--- config.mk ---
export PLATFORM = sky130hd
export DESIGN_NAME = sd_spi_led_alarm_mc_flat
export DESIGN_NICKNAME = d
export VERILOG_FILES = /design/src/rtl/sd_spi_led_alarm_mc_if.sv /design/src/rtl/sd_spi_led_alarm_mc.sv /design/src/flat_wrapper.sv
export SDC_FILE = /design/constraint.sdc
export NUM_CORES = 1
export LEC_CHECK = 0
export BUFFER_PORTS_ARGS = -buffer_cell sky130_fd_sc_hd__buf_2
export CAP_MARGIN = 10
export CORE_UTILIZATION = 55
export DETAILED_ROUTE_END_ITERATION = 8
export PLACE_DENSITY_LB_ADDON = 0.2
export SLEW_MARGIN = 10
export SYNTH_ARGS = -nofsm -noshare
export SYNTH_HDL_FRONTEND = slang
export SYNTH_SLANG_ARGS = --single-unit
export TNS_END_PERCENT = 5
--- constraint.sdc ---
create_clock -name clk -period 3.75 [get_ports clk]
set_clock_uncertainty 0.15 [all_clocks]
set_input_delay 0.375 -clock clk [delete_from_list [all_inputs] [get_ports clk]]
set_output_delay 0.375 -clock clk [all_outputs]
set_load 0.005 [all_outputs]
--- src/rtl/sd_spi_led_alarm_mc_if.sv ---
// Alarm bus: error inputs, mask and clear towards the block; LED, sticky flags
// and the event counter back out.
interface sd_spi_led_alarm_mc_if #(
  parameter int NUM_CH = 4,
  parameter int LED_W  = 6
);
  logic [NUM_CH-1:0] error_flag;
  logic [NUM_CH-1:0] err_mask;
  logic              clear;
  logic [LED_W-1:0]  led;
  logic [NUM_CH-1:0] err_sticky;
  logic [7:0]        err_count;

  modport master (
    output error_flag, err_mask, clear,
    input  led, err_sticky, err_count
  );

  modport slave (
    input  error_flag, err_mask, clear,
    output led, err_sticky, err_count
  );
endinterface

--- src/rtl/sd_spi_led_alarm_mc.sv ---
// Error alarm: latches masked per-channel errors, counts rising-edge events,
// blinks the lowest failing channel number on led[1] and drives a heartbeat on led[2].
module sd_spi_led_alarm_mc #(
  parameter int NUM_CH   = 4,
  parameter int LED_W    = 6,
  parameter int TICK_DIV = 5000000
) (
  input logic                  clk,
  input logic                  reset_n,
  sd_spi_led_alarm_mc_if.slave bus
);

  typedef enum logic [1:0] {IDLE, ON, OFF, GAP} blink_state_e;

  localparam int PW = (TICK_DIV > 1) ? $clog2(TICK_DIV) : 1;

  logic [PW-1:0]            pre_cnt;
  logic                     tick;
  logic [3:0]               hb_cnt;
  logic [NUM_CH-1:0]        eff;
  logic [NUM_CH-1:0]        prev_eff;
  logic                     evt;
  logic [NUM_CH-1:0]        sticky_q, sticky_d;
  logic [NUM_CH+LED_W-1:0]  sticky_ext;
  logic [7:0]               count_q, count_d;
  blink_state_e             state_q, state_d;
  logic [3:0]               phase_q, phase_d;
  logic [3:0]               code_q, code_d;
  logic [3:0]               pulses_q, pulses_d;
  logic [LED_W-1:0]         led_q, led_d;

  // Blink code is the 1-based index of the lowest latched channel.
  function automatic logic [3:0] lowest_code(input logic [NUM_CH-1:0] v);
    lowest_code = '0;
    for (int i = NUM_CH - 1; i >= 0; i--) begin
      if (v[i]) lowest_code = 4'(i + 1);
    end
  endfunction

  assign eff        = bus.error_flag & ~bus.err_mask;
  assign evt        = |(eff & ~prev_eff);
  assign tick       = (pre_cnt == PW'(TICK_DIV - 1));
  assign sticky_ext = {{LED_W{1'b0}}, sticky_d};

  // Free-running prescaler producing one tick every TICK_DIV cycles.
  always_ff @(posedge clk or negedge reset_n) begin
    if (!reset_n)  pre_cnt <= '0;
    else if (tick) pre_cnt <= '0;
    else           pre_cnt <= pre_cnt + 1'b1;
  end

  // Heartbeat tick counter; wraps 15->0 naturally in four bits.
  always_ff @(posedge clk or negedge reset_n) begin
    if (!reset_n)  hb_cnt <= '0;
    else if (tick) hb_cnt <= hb_cnt + 4'd1;
  end

  // Sticky flags (set wins over clear) and the saturating event counter.
  always_comb begin
    sticky_d = bus.clear ? eff : (sticky_q | eff);
    count_d  = count_q;
    if (bus.clear)                    count_d = evt ? 8'd1 : 8'd0;
    else if (evt && count_q != 8'hFF) count_d = count_q + 8'd1;
  end

  // Error latch, counter and edge-detect history; history ignores clear.
  always_ff @(posedge clk or negedge reset_n) begin
    if (!reset_n) begin
      prev_eff <= '0;
      sticky_q <= '0;
      count_q  <= '0;
    end else begin
      prev_eff <= eff;
      sticky_q <= sticky_d;
      count_q  <= count_d;
    end
  end

  // Blink FSM state register.
  always_ff @(posedge clk or negedge reset_n) begin
    if (!reset_n) begin
      state_q  <= IDLE;
      phase_q  <= '0;
      code_q   <= '0;
      pulses_q <= '0;
    end else begin
      state_q  <= state_d;
      phase_q  <= phase_d;
      code_q   <= code_d;
      pulses_q <= pulses_d;
    end
  end

  // Blink FSM next state: moves only on ticks, clear or no errors forces IDLE.
  always_comb begin
    state_d  = state_q;
    phase_d  = phase_q;
    code_d   = code_q;
    pulses_d = pulses_q;
    if (bus.clear || sticky_q == '0) begin
      state_d  = IDLE;
      phase_d  = '0;
      pulses_d = '0;
    end else if (tick) begin
      case (state_q)
        IDLE: begin
          state_d  = ON;
          phase_d  = '0;
          pulses_d = '0;
          code_d   = lowest_code(sticky_q);
        end
        ON: begin
          if (phase_q == 4'd3) begin
            state_d  = OFF;
            phase_d  = '0;
            pulses_d = pulses_q + 4'd1;
          end else begin
            phase_d = phase_q + 4'd1;
          end
        end
        OFF: begin
          if (phase_q == 4'd3) begin
            state_d = (pulses_q < code_q) ? ON : GAP;
            phase_d = '0;
          end else begin
            phase_d = phase_q + 4'd1;
          end
        end
        GAP: begin
          if (phase_q == 4'd15) begin
            state_d = IDLE;
            phase_d = '0;
          end else begin
            phase_d = phase_q + 4'd1;
          end
        end
        default: state_d = IDLE;
      endcase
    end
  end

  // LED outputs computed from next-cycle values so the register tracks the FSM exactly.
  always_comb begin
    led_d    = '0;
    led_d[0] = |sticky_d;
    led_d[1] = (state_d == ON);
    led_d[2] = (tick && hb_cnt == 4'd15) ? ~led_q[2] : led_q[2];
    for (int b = 3; b < LED_W; b++) begin
      led_d[b] = sticky_ext[b-3];
    end
  end

  // LED output register.
  always_ff @(posedge clk or negedge reset_n) begin
    if (!reset_n) led_q <= '0;
    else          led_q <= led_d;
  end

  assign bus.led        = led_q;
  assign bus.err_sticky = sticky_q;
  assign bus.err_count  = count_q;

endmodule
--- src/flat_wrapper.sv ---
// flat-port wrapper written by rule: the top's interface ports become plain ports
module sd_spi_led_alarm_mc_flat 
#(
  parameter int NUM_CH   = 4,
  parameter int LED_W    = 6,
  parameter int TICK_DIV = 5000000
)
  (clk, reset_n, bus_error_flag, bus_err_mask, bus_clear, bus_led, bus_err_sticky, bus_err_count);
  sd_spi_led_alarm_mc_if #(.NUM_CH(NUM_CH), .LED_W(LED_W)) bus_i ();
  input logic clk;
  input logic reset_n;
  input wire logic [$bits(bus_i.error_flag)-1:0] bus_error_flag;
  input wire logic [$bits(bus_i.err_mask)-1:0] bus_err_mask;
  input wire logic [$bits(bus_i.clear)-1:0] bus_clear;
  output wire logic [$bits(bus_i.led)-1:0] bus_led;
  output wire logic [$bits(bus_i.err_sticky)-1:0] bus_err_sticky;
  output wire logic [$bits(bus_i.err_count)-1:0] bus_err_count;
  assign bus_i.error_flag = bus_error_flag;
  assign bus_i.err_mask = bus_err_mask;
  assign bus_i.clear = bus_clear;
  assign bus_led = bus_i.led;
  assign bus_err_sticky = bus_i.err_sticky;
  assign bus_err_count = bus_i.err_count;
  sd_spi_led_alarm_mc #(.NUM_CH(NUM_CH), .LED_W(LED_W), .TICK_DIV(TICK_DIV)) u_core (.clk(clk), .reset_n(reset_n), .bus(bus_i));
endmodule
After elaboration in Yosys (flattened, before gate mapping)

Cells that the tools add are included.
Widths: inputs -> output; s select.

Bitwise gates (word level): 7
Muxes and demuxes: 25
Order comparisons: 1
Reduce and logical (&&, ||, !) cells: 13
Equality and inequality tests: 10
Add/sub/neg operators: 5

Operators with widths:

| operator              | number |
|---|---|
| $mux 4                | 8 |
| $add 23x1->23 const B | 1 |
| $eq 23x23->1 const B  | 1 |
| $mux 23               | 1 |
| $mux 8                | 2 |
| $add 4x1->4 const B   | 3 |
| $mux 2                | 6 |
| $mux 3                | 4 |
| $pmux 4 s3            | 1 |
| $add 8x1->8 const B   | 1 |
| $and 4x4->4           | 2 |
| $eq 4x4->1 const B    | 2 |
| $ne 8x8->1 const B    | 1 |
| $not 4->4             | 2 |
| $pmux 2 s4            | 1 |
| $pmux 4 s2            | 1 |
| $reduce_or 4->1       | 2 |
| $reduce_and 3->1      | 2 |
| $eq 2x1->1 const B    | 2 |
| $eq 2x2->1 const B    | 2 |
| $eq 4x2->1 const B    | 1 |
| $logic_not 4->1       | 1 |
| $lt 4x4->1            | 1 |
| $or 4x4->4            | 1 |
| other kinds (9)       | 12 |

Output and inout bits: 18
Bits of input ports: 11
Register bits: 63
Word-level logic and storage cells: 72

Depth between registers and ports, before layout

Depth after elaboration: 7
Depth in mapped cells: 7

Least setup slack after synthesis

Ideal clock, no wire load.

Path kind: flip-flop to flip-flop
From: register u_core.phase_q[0]
To: register u_core.pulses_q[3]
Arrival: 1.648 ns
Path slack: 1.826 ns
Cell stages (with the launch flop): 7
Data required time: 3.474 ns
Library setup time: 0.126 ns
Period minus slack after synthesis: 1.924 ns
Cell sequence: dfrtp_1 -> ha_1 -> nor3b_2 -> mux2i_1 -> nor4_4 -> nor2_1 -> a221o_1

Cells in the longest elaborated chain, start to end: 3

RTL lines:

| item                              | line                       | RTL |
|---|---|---|
| from (decl)                       | sd_spi_led_alarm_mc.sv:27  | `logic [3:0] phase_q, phase_d;` |
| from (signal assigned)            | sd_spi_led_alarm_mc.sv:88  | `phase_q <= phase_d;` |
| $eq 4x2->1                        | sd_spi_led_alarm_mc.sv:113 | `if (phase_q == 4'd3) begin` |
| $ne 3x1->1 (no source line)       | -                          |  |
| $reduce_and 3->1 (no source line) | -                          |  |
| to (signal assigned)              | sd_spi_led_alarm_mc.sv:90  | `pulses_q <= pulses_d;` |
| to (decl)                         | sd_spi_led_alarm_mc.sv:29  | `logic [3:0] pulses_q, pulses_d;` |

Every way passes these cells.
A chain may end at the register's enable or synchronous reset.

Worst setup path in the final report

Same ends and word-level chain as after synthesis.

==> impl_metrics.py <==
metrics = {
    "sta": {
        "finalWorstSetupSlack_ps": 1632,
        "timing_max_transition_violations_final": 0,
        "clock.fmax_mhz": 472.2,
        "finalCritPeriodShare_pct": 56.47,
        "fin_tns_setup_ps": 0,
        "worst-slew-pin-transition_ps": 716.7,
        "layout_min_cycle_time_ps": 2118,
        "slew_headroom_pct": 52.22,
        "finalSetupViolations": 0,
        "hold_viol": 0,
        "rsz0062_at_grt": "no",
    },
    "synthesis": {
        "syn-cell-area_sq_mm": 0.003115,
        "post_synth_inst_count": 297,
        "fraction_of_the_mapped_netlist_area_in_adder_cells_pct": 4.418,
        "synth_area_per_cell_sq_um": 10.49,
        "synth-edff-count": 0,
        "yosys_register_bits": 59,
        "muxShareOfSynthArea_pct": 1.727,
        "synth.area.top_cells": "sky130_fd_sc_hd__dfrtp_1 47%, sky130_fd_sc_hd__xnor2_1 5.1%, sky130_fd_sc_hd__ha_1 4.4%, sky130_fd_sc_hd__nor2_1 3.6%, sky130_fd_sc_hd__nand3_1 2.6%",
        "yosysUniqueCellTypes": 55,
        "synth_flop_cell": "sky130_fd_sc_hd__dfrtp_1",
        "yosys_warnings": 0,
        "synth-compound-area-share_pct": 10.48,
        "synth_sequential_area_ratio_pct": 47.39,
        "postSynthNetCount": 319,
        "synth_top_family_by_area": "simple AND/OR/NAND/NOR gates",
        "xor_xnor_share_of_the_synthesized_area_pct": 7.590,
        "post_synth_and_or_nand_nor_area_fraction_pct": 25.90,
        "ys_async_sr_fraction_pct": 100.0,
        "synth_top_area_share_pct": 47.39,
        "synth.largest_area_cell": "sky130_fd_sc_hd__dfrtp_1",
    },
    "placement": {
        "place.gp.congestion": 0.8275,
        "placement_cell_area_sq_mm": 0.003313,
        "detailed_place_hpwl_mm": 4.214,
        "detailedPlace.worstSlack_ps": 1636,
        "port_buffers": 28,
    },
    "outcome": {
        "outcome": "complete, no violations",
    },
    "routing": {
        "drt_pre_antenna_iters": 4,
        "detailroute.via_count": 2298,
        "avgRoutedWirePerCell_um": 14.44,
        "routed_wirelength_mm": 5.879,
        "drt_iter0_markers": 95,
        "via_per_inst": 5.646,
        "drc": 0,
        "antenna_violating_nets_left": 0,
    },
    "grt": {
        "grt_start_max_net_pins": 34,
        "grt_antenna_before_repair": 0,
        "gr-usage-all-layers_pct": 22.22,
        "grt_first_pass_wirelength_mm": 10.18,
        "gr-total-overflow": 0,
        "vias_in_the_first_global_route": 2164,
    },
    "clocking": {
        "clk_latency_ps": 340,
        "path_clk_slew_ps": 60,
        "cts_root_buf": "sky130_fd_sc_hd__clkbuf_8",
        "tritoncts": "done",
        "postCtsSetupRepairBufs": 0,
        "cts-buffers-inserted": 9,
        "ctsLongestPathBuffers": 2,
        "cts_max_level": 3,
        "tritoncts_num_sinks": 59,
    },
    "floorplanning": {
        "floorplan.die_area_sq_mm": 0.005970,
        "floorplan.die.height_um": 77.27,
        "die_width_um": 77.27,
        "fp-row-count": 27,
        "core_area_sq_mm": 0.005473,
        "initial_core_utilization_pct": 56.93,
        "floorplan.io_pins": 29,
    },
    "finish": {
        "area_overhead_of_the_layout_relative_to_synthesis_pct": 11.81,
        "final_cell_area_sq_mm": 0.003483,
        "drive_above_1_share_pct": 18.21,
        "final_net_count": 353,
        "antenna_cells": 0,
    },
    "critical_path": {
        "endpoint_kind": "register",
        "critical_path.startpoint_type": "register",
        "cp_data_arrival_time_ps": 2190,
        "crit_slowest_cell": "sky130_fd_sc_hd__nor3b_2",
        "setup.worst_path.class": "register to register",
        "crit_chain": "ha_1 -> nor3b_2 -> mux2i_1 -> nor4_4 -> nor2_1 -> a221o_1",
        "critical_path_required_time_ps": 3820,
        "crit_fanout": 6,
        "worst_path_largest_cell_delay_ps": 390,
    },
    "pwr": {
        "total_power_mw": 1.230,
        "leakagePower_nw": 1.585,
        "power_density_mw_per_mm2": 353.2,
        "power.ir.vdd_worst_uv": 194.2,
    },
    "flow_run": {
        "drv.max_cap_violation_count": 0,
    },
    "worst_hold_path": {
        "hold_path.class": "input port to register",
    },
}
routing by layer:
layer | vias to the layer above | global-route usage [%] | part of all wire, %
li1 | 1135 | - | -
met1 | 1119 | 30.85 | 49
met2 | 33 | 31.68 | 46
met3 | 11 | 6.429 | 3.5
met4 | 0 | 10.75 | 1.7
met5 | - | 0 | 0
metrics by stage:
step	cells	utilization [%]	hold slack, ps
2_1_floorplan	297	-	-70.59
3_3_place_gp	391	60.54	303.6
3_5_place_dp	391	60.54	319.8
4_1_cts	407	63.65	57.71
5_1_grt	407	63.65	61.84
6_report	407	63.65	70.36
cells in the mapped netlist (7+ instances only):
| cell | instances |
|---|---|
| sky130_fd_sc_hd__dfrtp_1 | 59 |
| sky130_fd_sc_hd__nor2_1 | 30 |
| sky130_fd_sc_hd__xor2_1 | 9 |
| sky130_fd_sc_hd__o21ai_0 | 9 |
| sky130_fd_sc_hd__nor3_1 | 8 |
| sky130_fd_sc_hd__nor4_1 | 8 |
| sky130_fd_sc_hd__nor2b_1 | 7 |
| sky130_fd_sc_hd__nand4_1 | 8 |
| sky130_fd_sc_hd__xnor2_1 | 18 |
| sky130_fd_sc_hd__ha_1 | 11 |
| sky130_fd_sc_hd__inv_1 | 8 |
| sky130_fd_sc_hd__a21oi_1 | 12 |
| sky130_fd_sc_hd__nand2_1 | 21 |
| sky130_fd_sc_hd__nand3_1 | 16 |
what timing repair did:
action / CTS / global route
hold buffers: 1 / 0
endpoints found under the hold margin: 32 / 0
gates resized for setup: 0 / 0
logic make-up (layout without fill, tap and decap cells):
family / count (synthesis) / in the layout
xor gates and xnor gates: 27 / 27
buffers and inverters: 16 / 54
adders and majority gates: 11 / 11
and+or+nand+nor: 135 / 135
muxes: 5 / 5
AOI/OAI and AO/OA: 44 / 44
DFF: 59 / 59
sequential cells by signal (all words and copies together) (netlist names):
signal,count
u_core.hb_cnt,4
u_core.state_q,2
u_core.bus.err_count,8
u_core.code_q,3
u_core.bus.led,3
u_core.pulses_q,4
u_core.bus.err_sticky,4
u_core.pre_cnt,23
u_core.prev_eff,4
u_core.phase_q,4
area by class of cell:
| class | instances | area, sq um |
|---|---|---|
| clock inverter | 3 | 15.01 |
| multi-input combinational | 222 | 1562 |
| timing repair buffer | 31 | 165.2 |
| tap | 72 | 90.09 |
| inverter | 8 | 30.03 |
| sequential | 59 | 1476 |
| clock buffer | 12 | 145.1 |
| fill | 445 | 1989 |
report_power, final:
part	switching [mW]	internal, mW	total, mW
registers	0.0128	0.649	0.662
clock network	0.238	0.251	0.488
logic	0.0462	0.0337	0.0799
total	0.297	0.934	1.23
placed cells by master (no fill, tap or decap), types with 2 or more instances in the layout:
cell type                   n
sky130_fd_sc_hd__and3_1     3
sky130_fd_sc_hd__a21o_1     6
sky130_fd_sc_hd__xnor2_1   18
sky130_fd_sc_hd__or2_2      2
sky130_fd_sc_hd__clkinv_2   3
sky130_fd_sc_hd__and2_1     3
sky130_fd_sc_hd__ha_1      11
sky130_fd_sc_hd__dfrtp_1   59
sky130_fd_sc_hd__or3_1      2
sky130_fd_sc_hd__buf_4      2
sky130_fd_sc_hd__nor3b_1    6
sky130_fd_sc_hd__nand2_1   21
sky130_fd_sc_hd__o211ai_1   2
sky130_fd_sc_hd__nand4_1    8
sky130_fd_sc_hd__mux2i_1    2
sky130_fd_sc_hd__buf_2     28
sky130_fd_sc_hd__nand3_2    3
sky130_fd_sc_hd__inv_1      8
sky130_fd_sc_hd__nor2_1    30
sky130_fd_sc_hd__and4_1     4
sky130_fd_sc_hd__mux2_1     2
sky130_fd_sc_hd__nor4_4     2
sky130_fd_sc_hd__a211oi_2   2
sky130_fd_sc_hd__a21oi_1   12
sky130_fd_sc_hd__clkbuf_1   2
sky130_fd_sc_hd__nor3_1     8
sky130_fd_sc_hd__clkbuf_8  10
sky130_fd_sc_hd__o21ai_0    9
sky130_fd_sc_hd__nor4_1     8
sky130_fd_sc_hd__nor2b_1    7
sky130_fd_sc_hd__xor2_1     9
sky130_fd_sc_hd__nand3_1   16
sky130_fd_sc_hd__o21bai_1   2
final timing paths:
check	start	endpoint	slack [ps]	cells after the start
min reg2reg	u_core.bus.led[2]	u_core.bus.led[2]	330	1
max in group asynchronous	reset_n	u_core.pre_cnt[7]	2150	3
max	u_core.phase_q[0]	u_core.pulses_q[3]	1630	6
max reg2reg	u_core.phase_q[0]	u_core.pulses_q[3]	1630	6
min in group asynchronous	reset_n	u_core.bus.err_count[3]	480	2
min	bus_err_mask[1]	u_core.prev_eff[1]	70	2
worst max-delay path, delay by kind of cell, from the launching register on:
kind	cells	cell delay, ps
and+or+nand+nor	3	670
DFF	1	380
AOI/OAI and AO/OA	1	350
adders and majority gates	1	260
muxes	1	180
No activity file was read; power rests on OpenSTA's default activity.
